<file path="config.mk">
export PLATFORM = sky130hd
export DESIGN_NAME = mem_access_unit
export DESIGN_NICKNAME = d
export VERILOG_FILES = /design/src/rtl/mem_access_unit_pkg.sv /design/src/rtl/mem_access_unit_wait_counter.sv /design/src/rtl/mem_access_unit.sv
export SDC_FILE = /design/constraint.sdc
export NUM_CORES = 1
export LEC_CHECK = 0
export CORE_MARGIN = 2
export CORE_UTILIZATION = 42
export CTS_BUF_LIST = sky130_fd_sc_hd__clkbuf_8
export DETAILED_ROUTE_END_ITERATION = 16
export PLACE_DENSITY_LB_ADDON = 0.05
export SETUP_SLACK_MARGIN = 0.05
export SLEW_MARGIN = 20
export SYNTH_ARGS = -nofsm -noshare
export SYNTH_HDL_FRONTEND = slang
export SYNTH_SLANG_ARGS = --single-unit
</file>
<file path="constraint.sdc">
create_clock -name clk -period 2.21 [get_ports clk]
set_clock_uncertainty 0.05 [all_clocks]
set_input_delay 0.442 -clock clk [delete_from_list [all_inputs] [get_ports clk]]
set_output_delay 0.442 -clock clk [all_outputs]
set_load 0.05 [all_outputs]
</file>
<file path="src/rtl/mem_access_unit_pkg.sv">
// ---- mem_access_unit_pkg : shared types and defaults for the memory access unit (rev 1.0) ----
`default_nettype none

package mem_access_unit_pkg;

  localparam int ADDR_W_DEF  = 9;
  localparam int DATA_W_DEF  = 32;
  localparam int TIMEOUT_DEF = 255;
  localparam int CNT_W       = 8;

  typedef enum logic [1:0] {
    ST_IDLE    = 2'd0,
    ST_RD_WAIT = 2'd1,
    ST_WR_WAIT = 2'd2,
    ST_DONE    = 2'd3
  } state_e;

  function automatic logic is_wait(input state_e s);
    return (s == ST_RD_WAIT) || (s == ST_WR_WAIT);
  endfunction

endpackage

`default_nettype wire

</file>
<file path="src/rtl/mem_access_unit_wait_counter.sv">
// ---- mem_access_unit_wait_counter : wait-cycle counter with clear, enable, terminal count (rev 1.0) ----
`default_nettype none

module mem_access_unit_wait_counter
  import mem_access_unit_pkg::*;
#(
  parameter int TIMEOUT_CYC = TIMEOUT_DEF
) (
  input  logic clk,
  input  logic reset,
  input  logic clr,
  input  logic en,
  output logic tc
);

  // tc fires in the TIMEOUT_CYC-th enabled cycle, i.e. the last wait cycle allowed.
  localparam logic [CNT_W-1:0] TC_VAL = CNT_W'(TIMEOUT_CYC - 1);

  logic [CNT_W-1:0] count_q;
  logic [CNT_W-1:0] count_d;

  always_comb begin
    count_d = count_q;
    if (clr) begin
      count_d = '0;
    end else if (en) begin
      count_d = count_q + 1'b1;
    end
  end

  always_ff @(posedge clk or negedge reset) begin
    if (!reset) begin
      count_q <= '0;
    end else begin
      count_q <= count_d;
    end
  end

  assign tc = en && (count_q == TC_VAL);

endmodule

`default_nettype wire

</file>
<file path="src/rtl/mem_access_unit.sv">
// ---- mem_access_unit : MAR/MDR owner and RAM handshake FSM with stall generation (rev 1.0) ----
`default_nettype none

module mem_access_unit
  import mem_access_unit_pkg::*;
#(
  parameter int ADDR_W      = ADDR_W_DEF,
  parameter int DATA_W      = DATA_W_DEF,
  parameter int TIMEOUT_CYC = TIMEOUT_DEF
) (
  input  logic              clk,
  input  logic              reset,
  input  logic [DATA_W-1:0] BusMuxOut,
  input  logic              MARin,
  input  logic              MDRin,
  input  logic              Read,
  input  logic              write_mem,
  input  logic              mem_ack,
  input  logic [DATA_W-1:0] mem_rdata,
  output logic [ADDR_W-1:0] mem_addr,
  output logic [DATA_W-1:0] mem_wdata,
  output logic              mem_rd_en,
  output logic              mem_wr_en,
  output logic [DATA_W-1:0] MDR_data,
  output logic              stall,
  output logic              mem_err,
  output logic              proto_err
);

  state_e              state_q, state_d;
  logic [ADDR_W-1:0]   mar_q, mar_d;
  logic [DATA_W-1:0]   mdr_q, mdr_d;
  logic                armed_q, armed_d;
  logic                rd_en_q, rd_en_d;
  logic                wr_en_q, wr_en_d;
  logic                mem_err_q, mem_err_d;
  logic                proto_err_q, proto_err_d;

  logic rd_req, wr_req, in_idle, in_wait, start_rd, start_wr, tmo_tc;

  assign rd_req   = MDRin && Read;
  assign wr_req   = write_mem;
  assign in_idle  = (state_q == ST_IDLE);
  assign in_wait  = is_wait(state_q);
  assign start_rd = in_idle && rd_req && !armed_q;
  assign start_wr = in_idle && wr_req && !armed_q && !rd_req;

  mem_access_unit_wait_counter #(
    .TIMEOUT_CYC(TIMEOUT_CYC)
  ) u_wait_cnt (
    .clk  (clk),
    .reset(reset),
    .clr  (!in_wait),
    .en   (in_wait),
    .tc   (tmo_tc)
  );

  always_comb begin
    state_d     = state_q;
    mar_d       = mar_q;
    mdr_d       = mdr_q;
    armed_d     = armed_q;
    rd_en_d     = rd_en_q;
    wr_en_d     = wr_en_q;
    mem_err_d   = mem_err_q;
    proto_err_d = proto_err_q;

    case (state_q)
      ST_IDLE: begin
        if (MARin)          mar_d = BusMuxOut[ADDR_W-1:0];
        if (MDRin && !Read) mdr_d = BusMuxOut;
        if (start_rd) begin
          state_d = ST_RD_WAIT;
          rd_en_d = 1'b1;
          if (wr_req) proto_err_d = 1'b1;
        end else if (start_wr) begin
          state_d = ST_WR_WAIT;
          wr_en_d = 1'b1;
        end
        // The control unit may still hold the finished request; wait for release.
        if (armed_q && !rd_req && !wr_req) armed_d = 1'b0;
      end
      ST_RD_WAIT, ST_WR_WAIT: begin
        if (mem_ack || tmo_tc) begin
          state_d = ST_DONE;
          rd_en_d = 1'b0;
          wr_en_d = 1'b0;
          armed_d = 1'b1;
          if (mem_ack && (state_q == ST_RD_WAIT)) mdr_d = mem_rdata;
          if (!mem_ack) mem_err_d = 1'b1;
        end
      end
      default: begin
        state_d = ST_IDLE;
      end
    endcase

    if (!in_idle && (MARin || (MDRin && !Read))) proto_err_d = 1'b1;
  end

  always_ff @(posedge clk or negedge reset) begin
    if (!reset) begin
      state_q     <= ST_IDLE;
      mar_q       <= '0;
      mdr_q       <= '0;
      armed_q     <= 1'b0;
      rd_en_q     <= 1'b0;
      wr_en_q     <= 1'b0;
      mem_err_q   <= 1'b0;
      proto_err_q <= 1'b0;
    end else begin
      state_q     <= state_d;
      mar_q       <= mar_d;
      mdr_q       <= mdr_d;
      armed_q     <= armed_d;
      rd_en_q     <= rd_en_d;
      wr_en_q     <= wr_en_d;
      mem_err_q   <= mem_err_d;
      proto_err_q <= proto_err_d;
    end
  end

  // Stall covers the request cycle combinationally so the control FSM never advances early.
  assign stall     = reset && (in_wait || start_rd || start_wr);
  assign mem_addr  = mar_q;
  assign mem_wdata = mdr_q;
  assign MDR_data  = mdr_q;
  assign mem_rd_en = rd_en_q;
  assign mem_wr_en = wr_en_q;
  assign mem_err   = mem_err_q;
  assign proto_err = proto_err_q;

endmodule

`default_nettype wire

</file>
# ---- After elaboration in Yosys (flattened, before gate mapping)
# Cells that the tools add are included.
dict set report word_totals {
  mem_count 0
  reg_bits 56
  ram_bits 0
  output_inout_bits 78
  latchBits 0
  rom_bits 0
  in_bits 71
  wordCells 81
}
dict set report classes {
  mux 22
  n_reduce_logical 37
  div 0
  magnitude_cmp 0
  n_shift 0
  addsub 1
  bitwise 1
  multipliers 0
  eq_ne 11
}
# cell n
set ops {}
lappend ops {{two-way mux 32 bit} 3}
lappend ops {{case mux 32 bit (2 select lines)} 1}
lappend ops {{logical AND 1 bit} 13}
lappend ops {{AND reduction 3 bit} 4}
lappend ops {{two-way mux 1 bit} 10}
lappend ops {{adder 8 x 1 -> 8 bit, second input constant} 1}
lappend ops {{== test 8 bit, second input constant} 1}
lappend ops {{two-way mux 8 bit} 1}
lappend ops {{!= test 2 x 1 -> 1 bit, second input constant} 4}
lappend ops {{AND reduction 4 bit} 2}
lappend ops {{nonzero test 2 bit} 4}
lappend ops {{two-way mux 2 bit} 3}
lappend ops {{!= test 2 bit, second input constant} 3}
lappend ops {{case mux 1 bit (2 select lines)} 3}
lappend ops {{logical NOT 1 bit} 5}
lappend ops {{logical OR 1 bit} 5}
lappend ops {{case mux 2 bit (2 select lines)} 1}
lappend ops {{AND reduction 2 bit} 2}
lappend ops {{!= test 3 x 1 -> 1 bit, second input constant} 1}
lappend ops {{== test 2 x 1 -> 1 bit, second input constant} 1}
lappend ops {{== test 2 bit, second input constant} 1}
lappend ops {{logical NOT 2 bit} 1}
lappend ops {{OR reduction 2 bit} 1}
lappend ops {{NOT 1 bit} 1}

# ---- Logic depth before layout (Yosys ltp)
# Gate-level depths: netlist of run 1.
dict set report depth {
  word_depth 7
  depth_mapped 8
  ltp_nobuf 6
}

# ---- Hierarchy
# From an unflattened synthesis of run 1, not the netlist that was laid out.
dict set report unflattened {
  hier_cells 245
  area_unflattened_um2 3037.9
}
# module area_each_um2 instances cells_per_inst
set modules_own_cells {}
lappend modules_own_cells {mem_access_unit 2626.3 1 204}
lappend modules_own_cells {mem_access_unit_wait_counter 411.6 1 41}

# ---- Least setup slack after synthesis of run 1
# Ideal clock, no wire load.
dict set report synth_path {
  path_kind {register to output}
  from {register state_q[0]}
  to {output stall}
  setup_slack_ns 0.057
  n_path_buf 2
  path_stages_with_launch 6
  arrival_ns 1.661
  required_time_ns 1.718
  cell_sequence {dfrtp_1 > inv_1 > ha_1 > buf_2 > buf_1 > o21a_1}
}
dict set report synth_via {
  elab_chain_len 6
}
# element line
set synth_rtl {}
lappend synth_rtl {{from (decl)} mem_access_unit.sv:30} ;# state_e state_q, state_d;
lappend synth_rtl {{from (signal assigned)} mem_access_unit.sv:112} ;# state_q <= state_d;
lappend synth_rtl {{logical NOT 2 bit} mem_access_unit.sv:43} ;# assign in_idle = (state_q == ST_IDLE);
lappend synth_rtl {{logical AND 1 bit, on equally long branches (2 in a row)} {mem_access_unit.sv:45, mem_access_unit.sv:46}}
lappend synth_rtl {{logical OR 1 bit or logical AND 1 bit (tied branches)} {mem_access_unit.sv:124, mem_access_unit.sv:46}}
lappend synth_rtl {{logical OR 1 bit *} mem_access_unit.sv:124} ;# assign stall = reset && (in_wait || start_rd || start_wr);
lappend synth_rtl {{logical AND 1 bit *} mem_access_unit.sv:124}
lappend synth_rtl {{to (decl)} mem_access_unit.sv:25} ;# output logic stall,
# Every way passes the cells marked *; elsewhere a longest branch is shown, timed or not.

# ---- Worst setup path after layout of run 1
dict set report layout_path {
  from {register state_q[1]}
  to {output stall}
}
# The elaborated chain is that of the path after synthesis.

==> metrics.md, run 1 <==
| Metric | Value |
|---|---|
| Reg2Reg Depth | `7` |
| Slew Limit Fails | `0` |
| Dpl hpwl | `5380 um` |
| Share of cells above drive strength 1 | `0.281` |
| CTS tree | `yes` |
| Slew HR | `0.531` |
| Initial antenna violation count | `0` |
| Cell variety after synth | `33` |
| Most numerous cell in the Yosys netlist | `dfrtp_1` |
| Synthesis-to-finish area growth | `49.4%` |
| Share of the synthesized area in the top cell type | `0.451` |
| Syn_area_per_cell | `13.0 um^2` |
| Post-Syn Area | `3100 um^2` |
| FILL cells | `596` |
| Final Net Count | `439` |
| Fin. Hold Viols | `0` |
| Placer congestion estimate | `0.707` |
| Reg2reg start | `state_q[1]` |
| Multi-input gate area | `1410 um^2` |
| Crit-path slowest cell | `dfrtp_1` |
| # rows | `31` |
| WL/cell | `15.4 um` |
| Vias per inst | `4.73` |
| Pin count of the biggest net entering global routing | `57` |
| Post-synthesis instance total | `239` |
| Clock Latency Late Sink | `0.31 ns` |
| Vias in the first global route | `2,255` |
| GRT Total Usage | `0.180` |
| DIE WIDTH | `90.0 um` |
| FF-to-FF End | `MDR_data[14]` |
| Clock Sink Count | `56` |
| Worst hold path class | `in2async` |
| Worst Setup End Kind | `output pin` |
| Ranking of synthesized cells by area | `dfrtp_1, mux2_2, mux2_4` |
| Sequential element share of the synthesized area | `0.451` |
| First drt pass iteration count | `4` |
| H-tree depth | `2` |
| WP data required | `1.72 ns` |
| Met2 usage | `0.312` |
| Crit path max fanout | `14` |
| Ys flop type | `dfrtp_1` |
| Initial DRC count | `54` |
| Reg2reg setup slack | `0.19 ns` |
| Pin slew with the least headroom to its limit | `0.703 ns` |
| Final Setup Violations | `0` |
| Busiest grt layer | `met2` |
| Grt ovf | `0` |
| Async set or reset register ratio after synthesis | `1.00` |
| Clock slew at reported path FFs | `0.10 ns` |
| Clock Path Buffers | `2` |
| CP Class | `reg2out` |
| CP Cell Sequence | `inv_1 > ha_4 > buf_12 > o21a_1 > buf_12` |
| DRC | `0` |
| Core area | `7210 um^2` |
| Routing usage on met3 | `0.0427` |
| Max Cap Violations | `0` |
| Status | `complete, no violations` |
| Port bufs | `148` |
| Number of synthesized register bits | `56` |
| Setup TNS Final | `0 ns` |
| DRT Wirelength | `7130 um` |
| Post-synth EDFFs | `0` |
| First-pass GRT wire length | `11,700 um` |
| Initial Util | `0.430` |
| YS warnings | `0` |
| Startpoint Class | `register` |
| M1 GR Usage | `0.233` |
| Die Ht | `90.0 um` |
| Final period utilization | `0.954` |
| Antenna cells | `0` |
| Largest stage delay, worst path | `0.42 ns` |
| Final Critical Period | `2.11 ns` |
| Synth top cells by count | `dfrtp_1, mux2_2, buf_4` |
| Leading area contributor after synthesis | `dfrtp_1` |
| Antenna Nets Post-Route | `0` |
| RSZ-0062 raised after global routing | `no` |
| Root Driver | `clkbuf_8` |
| Vias | `2,184` |
| Sequential cell area | `1400 um^2` |
| TritonCTS buffer count | `5` |
| Maximum clock rate | `0.474 GHz` |
| Critical Path Most Common Cell | `buf_12` |
| Hold-fix buffers, CTS | `0` |
| Die area | `8090 um^2` |
| Arrival time at the worst endpoint | `1.62 ns` |
| Syn nets | `316` |
| IO Count | `149` |
[worst max-delay path, delay by kind of cell (launching register included)]
| family | cells | cell delay (ns) |
|---|---|---|
| compound gates | 1 | 0.21 |
| fa+ha+maj | 1 | 0.24 |
| buf+inv | 3 | 0.42 |
| flops | 1 | 0.42 |
[cells in the final DEF, fill, tap and decap left out, drive strengths merged, types with 2 or more instances in the layout]
master,synthesis,final
nor2,10,10
nand3b,3,3
o21ai,6,6
nand4,2,2
nand2,7,7
buf,37,11
clkbuf,4,5
clkdlybuf4s50,0,146
xor2,5,5
inv,5,7
ha,6,6
nand3,5,5
mux2,76,76
a21oi,6,6
dfrtp,56,56
[sequential cells by signal, summed over array words and instances, names as in the netlist]
signal	flops
MDR_data	32
armed_q	1
mem_addr	9
mem_err	1
mem_rd_en	1
mem_wr_en	1
proto_err	1
state_q	2
u_wait_cnt.count_q	8
[repair_timing]
action / CTS / global route
setup buffers: 0 / 1
setup endpoints to repair: 1 / 1
gates resized for setup: 2 / 5
[cells by family (layout without fill, tap and decap cells)]
| kind of cell | Yosys count | after routing | synth area share |
|---|---|---|---|
| AO/OA/AOI/OAI | 16 | 16 | 0.0339 |
| XOR/XNOR | 6 | 6 | 0.0169 |
| adder cells (fa/ha/maj) | 6 | 6 | 0.0242 |
| buffers and inverters | 46 | 170 | 0.102 |
| flip-flops | 56 | 56 | 0.451 |
| multiplexers | 77 | 77 | 0.315 |
| AND/OR/NAND/NOR | 32 | 32 | 0.0564 |
[metrics by stage]
stage          worst slack, ns  instances   util  cell area, um^2  hold WS [ns]
3_3_place_gp             0.107        453  0.624             4500         0.400
3_5_place_dp             0.104        453  0.624             4500         0.408
2_1_floorplan           0.0568        239      -             3100        0.0964
6_report                 0.102        462  0.643             4640         0.228
4_1_cts                 0.0651        461  0.639             4610         0.258
5_1_grt                 0.0503        462  0.643             4640         0.283
[area by class of cell]
type	count	area share
Multi-Input combinational cell	137	0.304
Clock buffer	5	0.0148
Sequential cell	56	0.302
Clock inverter	3	0.00540
Inverter	5	0.00405
Timing Repair Buffer	157	0.343
Tap cell	99	0.0267
[how the worst max path moves through the flow]
stage / start / end / depth (start not counted)
final: state_q[1] / stall / 5
after global routing: state_q[1] / stall / 6
after CTS: state_q[1] / stall / 5
after detailed placement: Read / stall / 5
after global placement: mem_ack / MDR_data[13] / 6
after floorplan: state_q[0] / stall / 5
[routing by layer]
layer | share of wire | vias up
li1 | - | 1039
met3 | 0.062 | 2
met4 | 0.0043 | 0
met2 | 0.49 | 84
met1 | 0.44 | 1059
met5 | 0 | -
Power of run 1 is not shown: default switching activity piles up to over one toggle a cycle in this logic, so the estimate is an artifact.
==> run 2, diff against run 1 <==
Settings changed: ABC_AREA set to 1, CORE_UTILIZATION 42 to 43.
==> metrics.md, run 2 <==
| Metric | Value |
|---|---|
| Crit-path slowest cell | `dfrtp_1` |
| Max reg flops | `32 (unchanged)` |
| Largest stage delay, worst path | `0.41 ns (about the same)` |
| Pin count of the biggest net entering global routing | `57 (unchanged)` |
| TritonCTS buffer count | `5 (unchanged)` |
| Syn_area_per_cell | `7.60 um^2 (-41%)` |
| Grt ovf | `0 (unchanged)` |
| FILL cells | `627 (+5.2%)` |
| Worst Setup End Kind | `output pin` |
| Share of the synthesized area in the top cell type | `0.443 (-0.00822)` |
| CP Class | `reg2out` |
| Final Util | `0.649 (+0.00626)` |
| Crit-path leading delay family | `flip-flops` |
| Vias in the first global route | `2,940 (+30%)` |
| Max Cap Violations | `0 (unchanged)` |
| Synth top cells by count | `nand2_1, dfrtp_1, buf_4` |
| DP Area | `4480 um^2 (-0.47%)` |
| Core area | `7180 um^2 (-0.54%)` |
| Startpoint Class | `register` |
| RSZ-0062 raised after global routing | `no` |
| CP Cell Sequence | `inv_2 > ha_4 > nand2_2 > nor2_2 > nor2_1 > a21boi_4 > buf_12` |
| DRT Wirelength | `8520 um (+20%)` |
| Hold Slack | `0.294 ns (+0.0660 ns)` |
| Final period utilization | `0.942 (-0.0123)` |
| Arrival time at the worst endpoint | `1.59 ns (-0.03 ns)` |
| Ranking of synthesized cells by area | `dfrtp_1, nand2_1, buf_4` |
| Initial Util | `0.441 (+0.0103)` |
| WL/cell | `13.5 um (-12%)` |
| Pin slew with the least headroom to its limit | `0.715 ns (+0.0120 ns)` |
| Port bufs | `148 (unchanged)` |
| YS warnings | `0 (unchanged)` |
| Final Critical Period | `2.08 ns (-0.0272 ns)` |
| Sequential cell area | `1400 um^2 (unchanged)` |
| WP data required | `1.72 ns (about the same)` |
| Maximum clock rate | `0.480 GHz (+1.3%)` |
| Post-synthesis instance total | `416 (+74%)` |
| Vias per inst | `4.83 (+2.2%)` |
| Die area | `8060 um^2 (-0.49%)` |
| Clock slew at reported path FFs | `0.09 ns (about the same)` |
| H-tree depth | `2 (unchanged)` |
| Syn nets | `493 (+56%)` |
| Status | `complete, no violations` |
| Share of cells above drive strength 1 | `0.0697 (-0.211)` |
| Post-synth EDFFs | `0 (unchanged)` |
| Most frequent cells in the layout | `nand2_1, clkdlybuf4s50_1, dfrtp_1, nand4_1, o21ai_0` |
| Cell variety after synth | `25 (-24%)` |
| CP bufs+invs | `2 (-1)` |
| Ys flop type | `dfrtp_1` |
| First-pass GRT wire length | `14,300 um (+22%)` |
| Vias | `3,045 (+39%)` |
| Async set or reset register ratio after synthesis | `1.00 (unchanged)` |
| CTS tree | `yes` |
| Leading area contributor after synthesis | `dfrtp_1` |
| Placer congestion estimate | `0.833 (+18%)` |
| Final Setup Violations | `0 (unchanged)` |
| Synthesis-to-finish area growth | `47.3%` |
| Clock Path Buffers | `2 (unchanged)` |
| Most numerous cell in the Yosys netlist | `nand2_1` |
| Fin. Hold Viols | `0 (unchanged)` |
| Hold-fix buffers, CTS | `0 (unchanged)` |
| Design area | `4660 um^2 (+0.43%)` |
| Slew Limit Fails | `0 (unchanged)` |
| Sequential element share of the synthesized area | `0.443 (-0.00822)` |
| Most common cell after layout, fill and taps aside | `nand2_1` |
| Dpl hpwl | `6040 um (+12%)` |
| Clock Latency Late Sink | `0.31 ns (about the same)` |
| Root Driver | `clkbuf_8` |
| Number of synthesized register bits | `56 (unchanged)` |
| Worst hold path class | `in2async` |
| DRC | `0 (unchanged)` |
| GRT Total Usage | `0.214 (+0.0342)` |
| Initial antenna violation count | `0 (unchanged)` |
| Initial DRC count | `161 (+200%)` |
| IO Count | `149 (unchanged)` |
| Antenna cells | `0 (unchanged)` |
| First drt pass iteration count | `4 (unchanged)` |
| Final Net Count | `607 (+38%)` |
| DIE WIDTH | `89.8 um (-0.24%)` |
| # rows | `31 (unchanged)` |
| Clock Sink Count | `56 (unchanged)` |
| Slew HR | `0.523 (-0.00801)` |
| Antenna Nets Post-Route | `0 (unchanged)` |
| Setup TNS Final | `0 ns (unchanged)` |
| Post-Syn Area | `3160 um^2 (+1.9%)` |
| Die Ht | `89.8 um (-0.24%)` |
| Multi-input gate area | `1320 um^2 (-6.0%)` |
| Crit path max fanout | `7 (-7)` |
==> run 2: cell types whose count changed after synthesis, sizes merged, moves of 2 or more <==
cell | before | now
nand3b | 3 | 0
xor2 | 5 | 1
nor2 | 10 | 14
inv | 5 | 24
mux2 | 76 | 0
nand2 | 7 | 182
o21ai | 6 | 22
nand3 | 5 | 7
o21bai | 0 | 2
nand4 | 2 | 35
buf | 37 | 50
a31oi | 0 | 2
==> run 2: per-layer routing <==
metal	track usage	wire (um)
met3	0.0520	610
met4	0.0372	85
met2	0.348	3880
met5	0	0
met1	0.299	3940
==> run 2: metrics by stage <==
stage          setup slack, ns  cells
3_5_place_dp            0.0880    618
6_report                 0.129    630
5_1_grt                 0.0323    630
3_3_place_gp             0.138    618
2_1_floorplan            0.166    416
4_1_cts                 0.0552    628
==> run 2: cell families after synthesis <==
| group | after synthesis | synth area share |
|---|---|---|
| AOI/OAI and AO/OA | 34 | 0.0582 |
| xor gates and xnor gates | 1 | 0.00277 |
| adders and majority gates | 6 | 0.0237 |
| buffers and inverters | 79 | 0.148 |
| DFF | 56 | 0.443 |
| and+or+nand+nor | 240 | 0.324 |
==> run 2: repair_timing <==
action | 4_1_cts | 5_1_grt
buffers inserted | 2 | 2
pin swaps | 0 | 2
setup endpoints to repair | 1 | 1
gates resized for setup | 3 | 4
==> run 2: layout make-up <==
type	instances	area share
repair buffers	162	0.342
flip-flops and latches	56	0.301
multi-input cells	281	0.284
well taps	99	0.0266
clock buffers	7	0.0207
inverters	24	0.0193
clock inverters	1	0.00645
==> run 2: worst paths after layout <==
path,from,endpoint,slack (ns),cells past startpoint
worst min register to register,proto_err,proto_err,0.43,1
min in group clk,proto_err,proto_err,0.43,1
worst max register to register,state_q[1],MDR_data[22],0.34,7
worst max-delay path,state_q[1],stall,0.13,7
max in group asynchronous,reset,mem_addr[4],1.34,2
worst min-delay path,reset,MDR_data[12],0.29,2
==> run 2: worst reg2reg max path, stage by stage (launching register included) <==
cell     delay [ns]
dfrtp_1        0.38
inv_2          0.07
ha_4           0.30
inv_2          0.10
nand2_2        0.25
nand3_4        0.37
nand2_1        0.19
nand2_1        0.06
Power of run 2 is left out for the same reason.
==> run 3, diff against run 2 <==
Settings changed: CAP_MARGIN set to 20.
==> results of run 3 <==
Same layout as run 2: the final DEF is identical, and so are final timing and power.
Power of run 3 is left out for the same reason.
